--- config.mk ---
export PLATFORM = sky130hd
export DESIGN_NAME = fetch_unit
export DESIGN_NICKNAME = d
export VERILOG_FILES = /design/src/rtl/fetch_pkg.sv /design/src/rtl/fetch_fifo.sv /design/src/rtl/fetch_unit.sv
export SDC_FILE = /design/constraint.sdc
export NUM_CORES = 1
export LEC_CHECK = 0
export BUFFER_PORTS_ARGS = -buffer_cell sky130_fd_sc_hd__buf_4
export CORE_MARGIN = 5
export CORE_UTILIZATION = 50
export CTS_CLUSTER_DIAMETER = 120
export DETAILED_ROUTE_END_ITERATION = 6
export PLACE_DENSITY_LB_ADDON = 0.1
export SYNTH_ARGS = -nofsm -noshare
export SYNTH_HDL_FRONTEND = slang
export SYNTH_SLANG_ARGS = --single-unit
export TNS_END_PERCENT = 1
--- constraint.sdc ---
create_clock -name clk -period 4.48 [get_ports clk]
set_clock_uncertainty 0.2 [all_clocks]
set_input_delay 0 -clock clk [delete_from_list [all_inputs] [get_ports clk]]
set_output_delay 0 -clock clk [all_outputs]
set_load 0.005 [all_outputs]
--- src/rtl/fetch_pkg.sv ---
// Shared types for the instruction-fetch stage: buffered entry layout and FSM states.
package fetch_pkg;
  localparam int FETCH_XLEN  = 32;
  localparam int INSTR_BYTES = 4;

  typedef struct packed {
    logic [FETCH_XLEN-1:0] pc;
    logic [FETCH_XLEN-1:0] instr;
  } fetch_entry_t;

  typedef enum logic [1:0] {
    S_IDLE,
    S_RUN,
    S_HALT
  } fetch_state_e;
endpackage

--- src/rtl/fetch_fifo.sv ---
// Registered FIFO of {pc, instr} entries between fetch and decode; head is read straight from storage.
module fetch_fifo
  import fetch_pkg::*;
#(
  parameter int DEPTH = 2
) (
  input  logic                     clk,
  input  logic                     rst,
  input  logic                     i_push,
  input  logic                     i_pop,
  input  logic                     i_flush,
  input  fetch_entry_t             i_data,
  output logic                     o_full,
  output logic                     o_empty,
  output logic [$clog2(DEPTH):0]   o_count,
  output fetch_entry_t             o_head
);
  localparam int PTR_W = $clog2(DEPTH);

  logic [PTR_W:0] r_wr_ptr;
  logic [PTR_W:0] r_rd_ptr;
  fetch_entry_t   r_mem [DEPTH];

  // Storage is cleared on reset so the head reads zero before the first push.
  always_ff @(posedge clk or posedge rst) begin
    if (rst) begin
      r_wr_ptr <= '0;
      r_rd_ptr <= '0;
      for (int i = 0; i < DEPTH; i++) r_mem[i] <= '0;
    end else if (i_flush) begin
      r_wr_ptr <= '0;
      r_rd_ptr <= '0;
    end else begin
      if (i_push) begin
        r_mem[r_wr_ptr[PTR_W-1:0]] <= i_data;
        r_wr_ptr <= r_wr_ptr + 1'b1;
      end
      if (i_pop) r_rd_ptr <= r_rd_ptr + 1'b1;
    end
  end

  assign o_full  = (r_wr_ptr[PTR_W] != r_rd_ptr[PTR_W]) &&
                   (r_wr_ptr[PTR_W-1:0] == r_rd_ptr[PTR_W-1:0]);
  assign o_empty = (r_wr_ptr == r_rd_ptr);
  assign o_count = r_wr_ptr - r_rd_ptr;
  assign o_head  = r_mem[r_rd_ptr[PTR_W-1:0]];
endmodule

--- src/rtl/fetch_unit.sv ---
// Fetch stage: owns the PC, reads instruction memory combinationally and buffers {pc, instr} for decode.
//   state  | meaning
//   S_IDLE | one dead cycle after reset, no fetch
//   S_RUN  | fetching whenever the buffer has room (or is draining this cycle)
//   S_HALT | no fetch; left only by a redirect
module fetch_unit
  import fetch_pkg::*;
#(
  parameter int               IMEM_DEPTH = 1024,
  parameter int               XLEN       = FETCH_XLEN,
  parameter logic [XLEN-1:0]  RESET_PC   = '0,
  parameter int               FIFO_DEPTH = 2
) (
  input  logic                           clk,
  input  logic                           rst,
  output logic                           imem_read_enable,
  output logic [$clog2(IMEM_DEPTH)-1:0]  imem_read_addr,
  input  logic [XLEN-1:0]                imem_read_data,
  output logic                           out_valid,
  input  logic                           out_ready,
  output logic [XLEN-1:0]                out_pc,
  output logic [XLEN-1:0]                out_instr,
  input  logic                           redirect_valid,
  input  logic [XLEN-1:0]                redirect_pc,
  input  logic                           halt_req,
  output logic                           halted
);
  localparam int ADDR_W = $clog2(IMEM_DEPTH);

  logic [XLEN-1:0]          r_pc;
  fetch_state_e             r_state;
  logic                     r_halted;

  logic                     w_full;
  logic                     w_empty;
  logic [$clog2(FIFO_DEPTH):0] w_count;
  fetch_entry_t             w_head;
  logic                     w_pop;
  logic                     w_fetch;

  assign w_pop   = !w_empty && out_ready;
  assign w_fetch = (r_state == S_RUN) && !redirect_valid && (!w_full || w_pop);

  assign imem_read_enable = w_fetch;
  // The address is held at zero in the post-reset dead cycle so reset state reads clean.
  assign imem_read_addr   = (r_state == S_IDLE) ? '0 : r_pc[ADDR_W+1:2];

  assign out_valid = (w_count != '0);
  assign out_pc    = w_head.pc;
  assign out_instr = w_head.instr;
  assign halted    = r_halted;

  // A redirect flushes the buffer, which also overrides any same-cycle pop.
  fetch_fifo #(.DEPTH(FIFO_DEPTH)) u_fifo (
    .clk     (clk),
    .rst     (rst),
    .i_push  (w_fetch),
    .i_pop   (w_pop && !redirect_valid),
    .i_flush (redirect_valid),
    .i_data  ('{pc: r_pc, instr: imem_read_data}),
    .o_full  (w_full),
    .o_empty (w_empty),
    .o_count (w_count),
    .o_head  (w_head)
  );

  always_ff @(posedge clk or posedge rst) begin
    if (rst) begin
      r_state  <= S_IDLE;
      r_pc     <= RESET_PC;
      r_halted <= 1'b0;
    end else if (redirect_valid) begin
      r_pc     <= redirect_pc & ~XLEN'(INSTR_BYTES - 1);
      r_state  <= S_RUN;
      r_halted <= 1'b0;
    end else begin
      case (r_state)
        S_IDLE: r_state <= S_RUN;
        S_RUN: begin
          if (w_fetch) r_pc <= r_pc + XLEN'(INSTR_BYTES);
          if (halt_req) begin
            r_state  <= S_HALT;
            r_halted <= 1'b1;
          end
        end
        S_HALT: r_state <= S_HALT;
        default: begin
          r_state  <= S_IDLE;
          r_halted <= 1'b0;
        end
      endcase
    end
  end
endmodule

* Word level (Yosys, flattened, before mapping)
Index checks and enable logic that the tools add are counted.
Storage, ports and cells: flip-flop bits (word level) 167, output and inout bits 77
Cells by class: add/subtract/negate cells 4, magnitude comparators 3, equal/unequal tests 7, mux-type cells 20, bitwise logic cells 3, reduce and logical (&&, ||, !) cells 19
Operators with widths (count):
- 64-bit 2-to-1 mux | 4
- 128-bit bitwise mux | 1
- 32-bit 2-to-1 mux | 3
- 64-bit demux with 1-bit select | 1
- 32-bit by 3-bit adder with 32-bit output (second input constant) | 1
- 2-bit 2-to-1 mux | 6
- 10-bit 2-to-1 mux | 1
- 2-bit nonzero test | 4
- 1-bit logical AND | 6
- 2-bit case mux with 3 select lines | 1
- 2-bit AND reduction | 3
- 2-bit by 1-bit adder with 2-bit output (second input constant) | 2
- 2-bit >= comparator (second input constant) | 2
- 1-bit inverter with 2-bit output | 2
- 1-bit zero test | 3
- 3-bit != test (second input constant) | 1
- 2-bit by 1-bit equality test with 1-bit output (second input constant) | 1
- 2-bit equality test | 1
- 2-bit equality test (second input constant) | 1
- 2-bit zero test | 1
- 2-bit by 1-bit < comparator with 1-bit output (second input constant) | 1
- 1-bit 2-to-1 mux | 2
- 2-bit by 1-bit != test with 1-bit output (second input constant) | 1
- 1-bit case mux with 2 select lines | 1
- 6 further kinds | 6

* Depth between registers and ports, before layout
word-level depth 8, gate-level depth with buffers 8

* Hierarchy
From an unflattened synthesis, not the netlist that was laid out.
Unflattened totals: cells, all modules 587, area, all modules 8155.3 µm²
Modules (own cells, without submodules):
- fetch_fifo | times used 1, cells each 365, area an instance 6167.2 µm², sequential area each 3303.2 µm²
- fetch_unit | times used 1, cells each 222, area an instance 1988.2 µm², sequential area each 825.8 µm²

* Worst setup path after synthesis
Ideal clock, no wire load.
kind reg-to-reg, from reg u_fifo.r_wr_ptr[0], to reg u_fifo.r_mem[89] (netlist bit), data arrival time 2.134 ns, path slack 2.021 ns, stages on the path, launching flop included 9, clock period less this slack 2.459 ns, cells stage by stage dfrtp_1 inv_1 ha_1 nand2b_1 clkbuf_1 o21ai_1 nor3_2 buf_2 mux2_2
Between the ends: word-level cells in the longest chain between the ends 6
RTL lines:
- start, declared | line fetch_fifo.sv:20 | logic [PTR_W:0] r_wr_ptr;
- start signal, assigned | line fetch_fifo.sv:36 | r_wr_ptr <= r_wr_ptr + 1'b1;
- 1-bit inverter with 2-bit output (not written as such) (tied with other cells) | line fetch_fifo.sv:35 | r_mem[r_wr_ptr[PTR_W-1:0]] <= i_data;
- 2-bit >= comparator (not written as such) (tied with other cells) | line fetch_fifo.sv:35
- 1-bit logical AND (not written as such) (tied with other cells) | line fetch_fifo.sv:35
- 64-bit 2-to-1 mux (not written as such) / 1-bit logical OR (equally long branches) | line fetch_fifo.sv:35, fetch_unit.sv:42
- 64-bit demux with 1-bit select / 1-bit logical AND (equally long branches) | line fetch_fifo.sv:35, fetch_unit.sv:42
- 128-bit bitwise mux / 2-bit AND reduction (equally long branches)
- end signal, assigned by index | line fetch_fifo.sv:35
- end, declared | line fetch_fifo.sv:22 | fetch_entry_t r_mem [DEPTH];
Parallel ways exist; a longest one is shown, timed or not. A chain may end at the register's enable or synchronous reset.

* Final worst setup path
from reg u_fifo.r_wr_ptr[0], to reg r_pc[4]
Between the ends: word-level cells in the longest chain between the ends 7
RTL lines:
- 2-bit equality test / 1-bit equality test (equally long branches) | line fetch_fifo.sv:44, fetch_fifo.sv:43
- 1-bit zero test / 1-bit logical AND (equally long branches) | line fetch_unit.sv:41, fetch_fifo.sv:42
- 1-bit logical AND / 1-bit zero test (equally long branches) | line fetch_unit.sv:41, fetch_unit.sv:42
- 1-bit logical OR * | line fetch_unit.sv:42 | assign w_fetch = (r_state == S_RUN) && !redirect_valid && (!w_full || w_pop);
- 1-bit logical AND * | line fetch_unit.sv:42
- 2-bit nonzero test (no source line) *
- 2-bit AND reduction (no source line) *
- end signal, assigned | line fetch_unit.sv:73 | r_pc <= redirect_pc & ~XLEN'(INSTR_BYTES - 1);
- end signal, assigned | line fetch_unit.sv:80 | if (w_fetch) r_pc <= r_pc + XLEN'(INSTR_BYTES);
- end, declared | line fetch_unit.sv:30 | logic [XLEN-1:0] r_pc;
Every way passes the cells marked *; elsewhere a longest branch is shown, timed or not.

==> flow_summary_export.csv <==
group,metric,value,unit
run_status,outcome,"finished, final reports clean",
global_route,grt_antenna_before_repair,0,
clock_tree,cts_tree,"done",
timing,final.setup.tns,0,ps
drt,num_vias,5748,
drt,drc,0,
final_layout,finalNonFillerCells,1044,
drt,drt_iter0_drc,246,
critical_path,startpoint,"u_fifo.r_wr_ptr[0]$_DFFE_PP0P_",
floorplan,die_x,134,um
critical_path,crit_chain,"inv_1 -> ha_1 -> nor2b_1 -> a21oi_1 -> xnor2_1 -> o21ai_0 -> dlygate4sd3_1",
place,io_buffers,141,
critical_path,arrival,3480,ps
floorplan,die_h,134,um
clock_tree,clock-sinks,161,
pwr,p_int,4470,uW
pwr,leakage,0.00450,uW
floorplan,pin_count,146,
synthesis,synth.avg_cell_area,12.4,um2
synthesis,syn-cell-area,7730,um2
timing,drv_slew,0,
final_layout,syn2layout_area_growth,34.9,%
critical_path,crit_fanout,12,
floorplan,dieArea,18100,um2
pwr,p_per_area,611,nW/um2
global_route,grt_overflow_total,0,
hold_path,hold_path_class,"in -> reg",
timing,hold_viol,0,
pwr,p_switching,1910,uW
synthesis,yosysWarnings,0,
drt,wl_per_cell,17.9,um
floorplan,rows,45,
synthesis,yosysSeqAreaShare,0.521,
critical_path,max_stage_delay,750,ps
floorplan,coreArea,15200,um2
global_route,grt_max_degree,162,
timing,post-route-min-period,3390,ps
synthesis,async_flop_share,1.00,
critical_path,slowest_stage,"nor2b_1",
synthesis,yosys_register_bits,161,
place,dp_hpwl,11600,um
synthesis,synth_top_family_by_area,"multiplexers",
critical_path,worst_setup_path_end_kind,"register",
floorplan,start_util,0.509,
final_layout,nNetsFinal,919,
synthesis,synth_compound_area_frac,0.0670,
clock_tree,clkTransAtPathRegs,60,ps
place,postPlaceCellArea,8930,um2
synthesis,synth_edf_count,0,
pwr,peakVddDrop,0.000333,V
critical_path,crit_required,4570,ps
synthesis,synth_cell_type_count,50,
final_layout,layout-drive-gt1-share,0.416,
clock_tree,clk_latency,410,ps
pwr,pwr-share-clk,0.217,
synthesis,postSynthCellCount,626,
timing,worst_slew_pin_slew,1070,ps
drt,wl,18700,um
clock_tree,numCtsBuffers,17,
global_route,grt_first_pass_wirelength,31300,um
clock_tree,htree_levels,4,
pwr,comb_power_share,0.404,
final_layout,fin_area,10400,um2
critical_path,rr_startpoint,"u_fifo.r_wr_ptr[0]$_DFFE_PP0P_",
timing,period_share,0.757,
timing,fmax,0.295,GHz
timing,rsz0062_at_grt,"false",
drt,ant_nets,0,
place,placed_cells,919,
pwr,seqPwrFrac,0.379,
synthesis,synthXorXnorAreaFrac,0.0191,
global_route,track_usage,0.216,
job,max-cap-violations,0,
timing,slew_headroom,0.287,
synthesis,synth-adder-area-share,0.00971,
clock_tree,cts_root_buffer,"clkbuf_16",
synthesis,synthMuxAreaShare,0.267,
hold_path,hp-start,"imem_read_data[24]",
place,gp_congestion,0.772,
drt,vias_per_cell,5.51,
critical_path,start_kind,"register",
synthesis,synthFlopType,"dfrtp_1",
drt,first_pass_iters,4,
global_route,grt_pass1_vias,6297,
synthesis,synth-simple-area-share,0.0854,
final_layout,diodes,0,
pwr,switching_share,0.299,
clock_tree,clk_path_buf_depth,2,
critical_path,worstSetupPathType,"reg -> reg",
timing,finalSetupViolCount,0,
-- cell type report --
class                           count  area (um2)
Clock inverter                     10         113
Multi-Input combinational cell    411        3500
Tap cell                          188         235
Fill cell                        1100        4770
Sequential cell                   161        4030
Timing Repair Buffer              241        2060
Inverter                           12        48.8
Clock buffer                       21         450
-- synth_stat cells, drive strengths merged, types with 2 or more instances --
cell     instances  area share
o2111ai          3      0.0034
xnor2           12       0.015
nor2            24       0.012
o211ai           6      0.0058
a22oi            4      0.0039
nor3             6      0.0045
xor2             4      0.0045
a21o             3      0.0029
nor4             2      0.0016
and4             2      0.0023
o31ai            6      0.0058
ha               6      0.0097
mux2           179        0.26
nand2           34       0.016
nand3           12      0.0078
nand4           10       0.010
nor2b           14       0.011
a311o            2      0.0026
a21oi            6      0.0039
buf             20       0.013
a31oi           11      0.0089
inv             12      0.0058
a2111oi          4      0.0053
and3             4      0.0032
clkbuf          23       0.011
o21ai           23       0.015
nand2b           2      0.0016
mux2i            5      0.0065
dfrtp          161        0.52
a211oi           4      0.0039
or3              3      0.0024
or4              9      0.0087
-- what timing repair did --
item	in CTS	in global routing
hold endpoints to repair	262	0
gates resized for setup	0	0
buffers inserted	0	0
hold buffers	94	0
-- stage by stage --
stage	total power, uW	utilization	hold WS (ps)	worst slack (ps)
floorplan	3860	-	-88.4	2020
global placement	4830	0.587	7.86	1710
detailed placement	4950	0.587	14.9	1660
CTS	6430	0.686	149	1250
global route	6790	0.686	161	905
finish	6370	0.686	165	1090
-- cells by family (layout without fill, tap and decap cells) --
family / Yosys count / in the layout
compound gates: 77 / 77
simple gates: 126 / 126
mux: 184 / 184
xor+xnor: 16 / 16
buf+inv: 55 / 284
other cells: 1 / 2
fa+ha+maj: 6 / 6
flops: 161 / 161
-- metal layers --
layer | GRT usage | part of all wire | vias to the layer above | wire, um
met5 | 0 | 0 | - | 0
met4 | 0.0798 | 0.022 | 0 | 409
met3 | 0.0424 | 0.038 | 34 | 705
met2 | 0.369 | 0.50 | 142 | 9420
met1 | 0.272 | 0.44 | 2873 | 8140
li1 | - | - | 2699 | -
-- layout by cell type, fill, tap and decap left out, types with 5 or more instances in the layout --
cell           Yosys  layout
mux2_2           173     173
dfrtp_1          161     160
buf_4              3     146
dlygate4sd3_1      0      94
nand2_1           34      34
nor2_1            24      24
o21ai_0           22      22
clkbuf_16          0      17
nor2b_1           14      14
nand3_1           12      12
inv_1             12      11
a31oi_1           11      11
xnor2_1           11      11
nand4_1            9       9
or4_1              9       9
o31ai_1            6       6
mux2_1             6       6
a21oi_1            6       6
o211ai_1           6       6
ha_1               6       6
mux2i_1            5       5
nor3_1             5       5
-- worst max-delay path: cells and delay by family, from the launching register on --
| family | cells | cell delay, ps |
|---|---|---|
| simple gates | 1 | 750 |
| buf+inv | 2 | 720 |
| compound gates | 2 | 500 |
| flops | 1 | 460 |
| fa+ha+maj | 1 | 370 |
| xor+xnor | 1 | 270 |
-- flip-flops by register name, indices dropped and copies added, names as in the netlist --
signal,count
r_pc,30
u_fifo.r_mem,124
r_state,2
u_fifo.r_wr_ptr,2
halted,1
u_fifo.r_rd_ptr,2
-- worst paths after layout --
kind / endpoint / slack (ps) / cells past startpoint
max: r_pc[4]$_DFFE_PP0P_ / 1090 / 7
max in group asynchronous: u_fifo.r_rd_ptr[0]$_DFFE_PP0P_ / 3200 / 4
min: u_fifo.r_mem[88]$_DFFE_PP0P_ / 160 / 3
min reg2reg: u_fifo.r_mem[88]$_DFFE_PP0P_ / 280 / 1
max reg2reg: r_pc[4]$_DFFE_PP0P_ / 1090 / 7
min in group asynchronous: u_fifo.r_mem[94]$_DFFE_PP0P_ / 230 / 4
-- power groups by stage --
stage / combinational [uW] / clock [uW] / sequential, uW
after floorplan: 1560 / 0 / 2310
after global placement: 2450 / 0 / 2370
after detailed placement: 2510 / 0 / 2440
after CTS: 2610 / 1410 / 2410
after global routing: 2820 / 1480 / 2490
final: 2570 / 1380 / 2420
(Power assumes the default switching activity.)
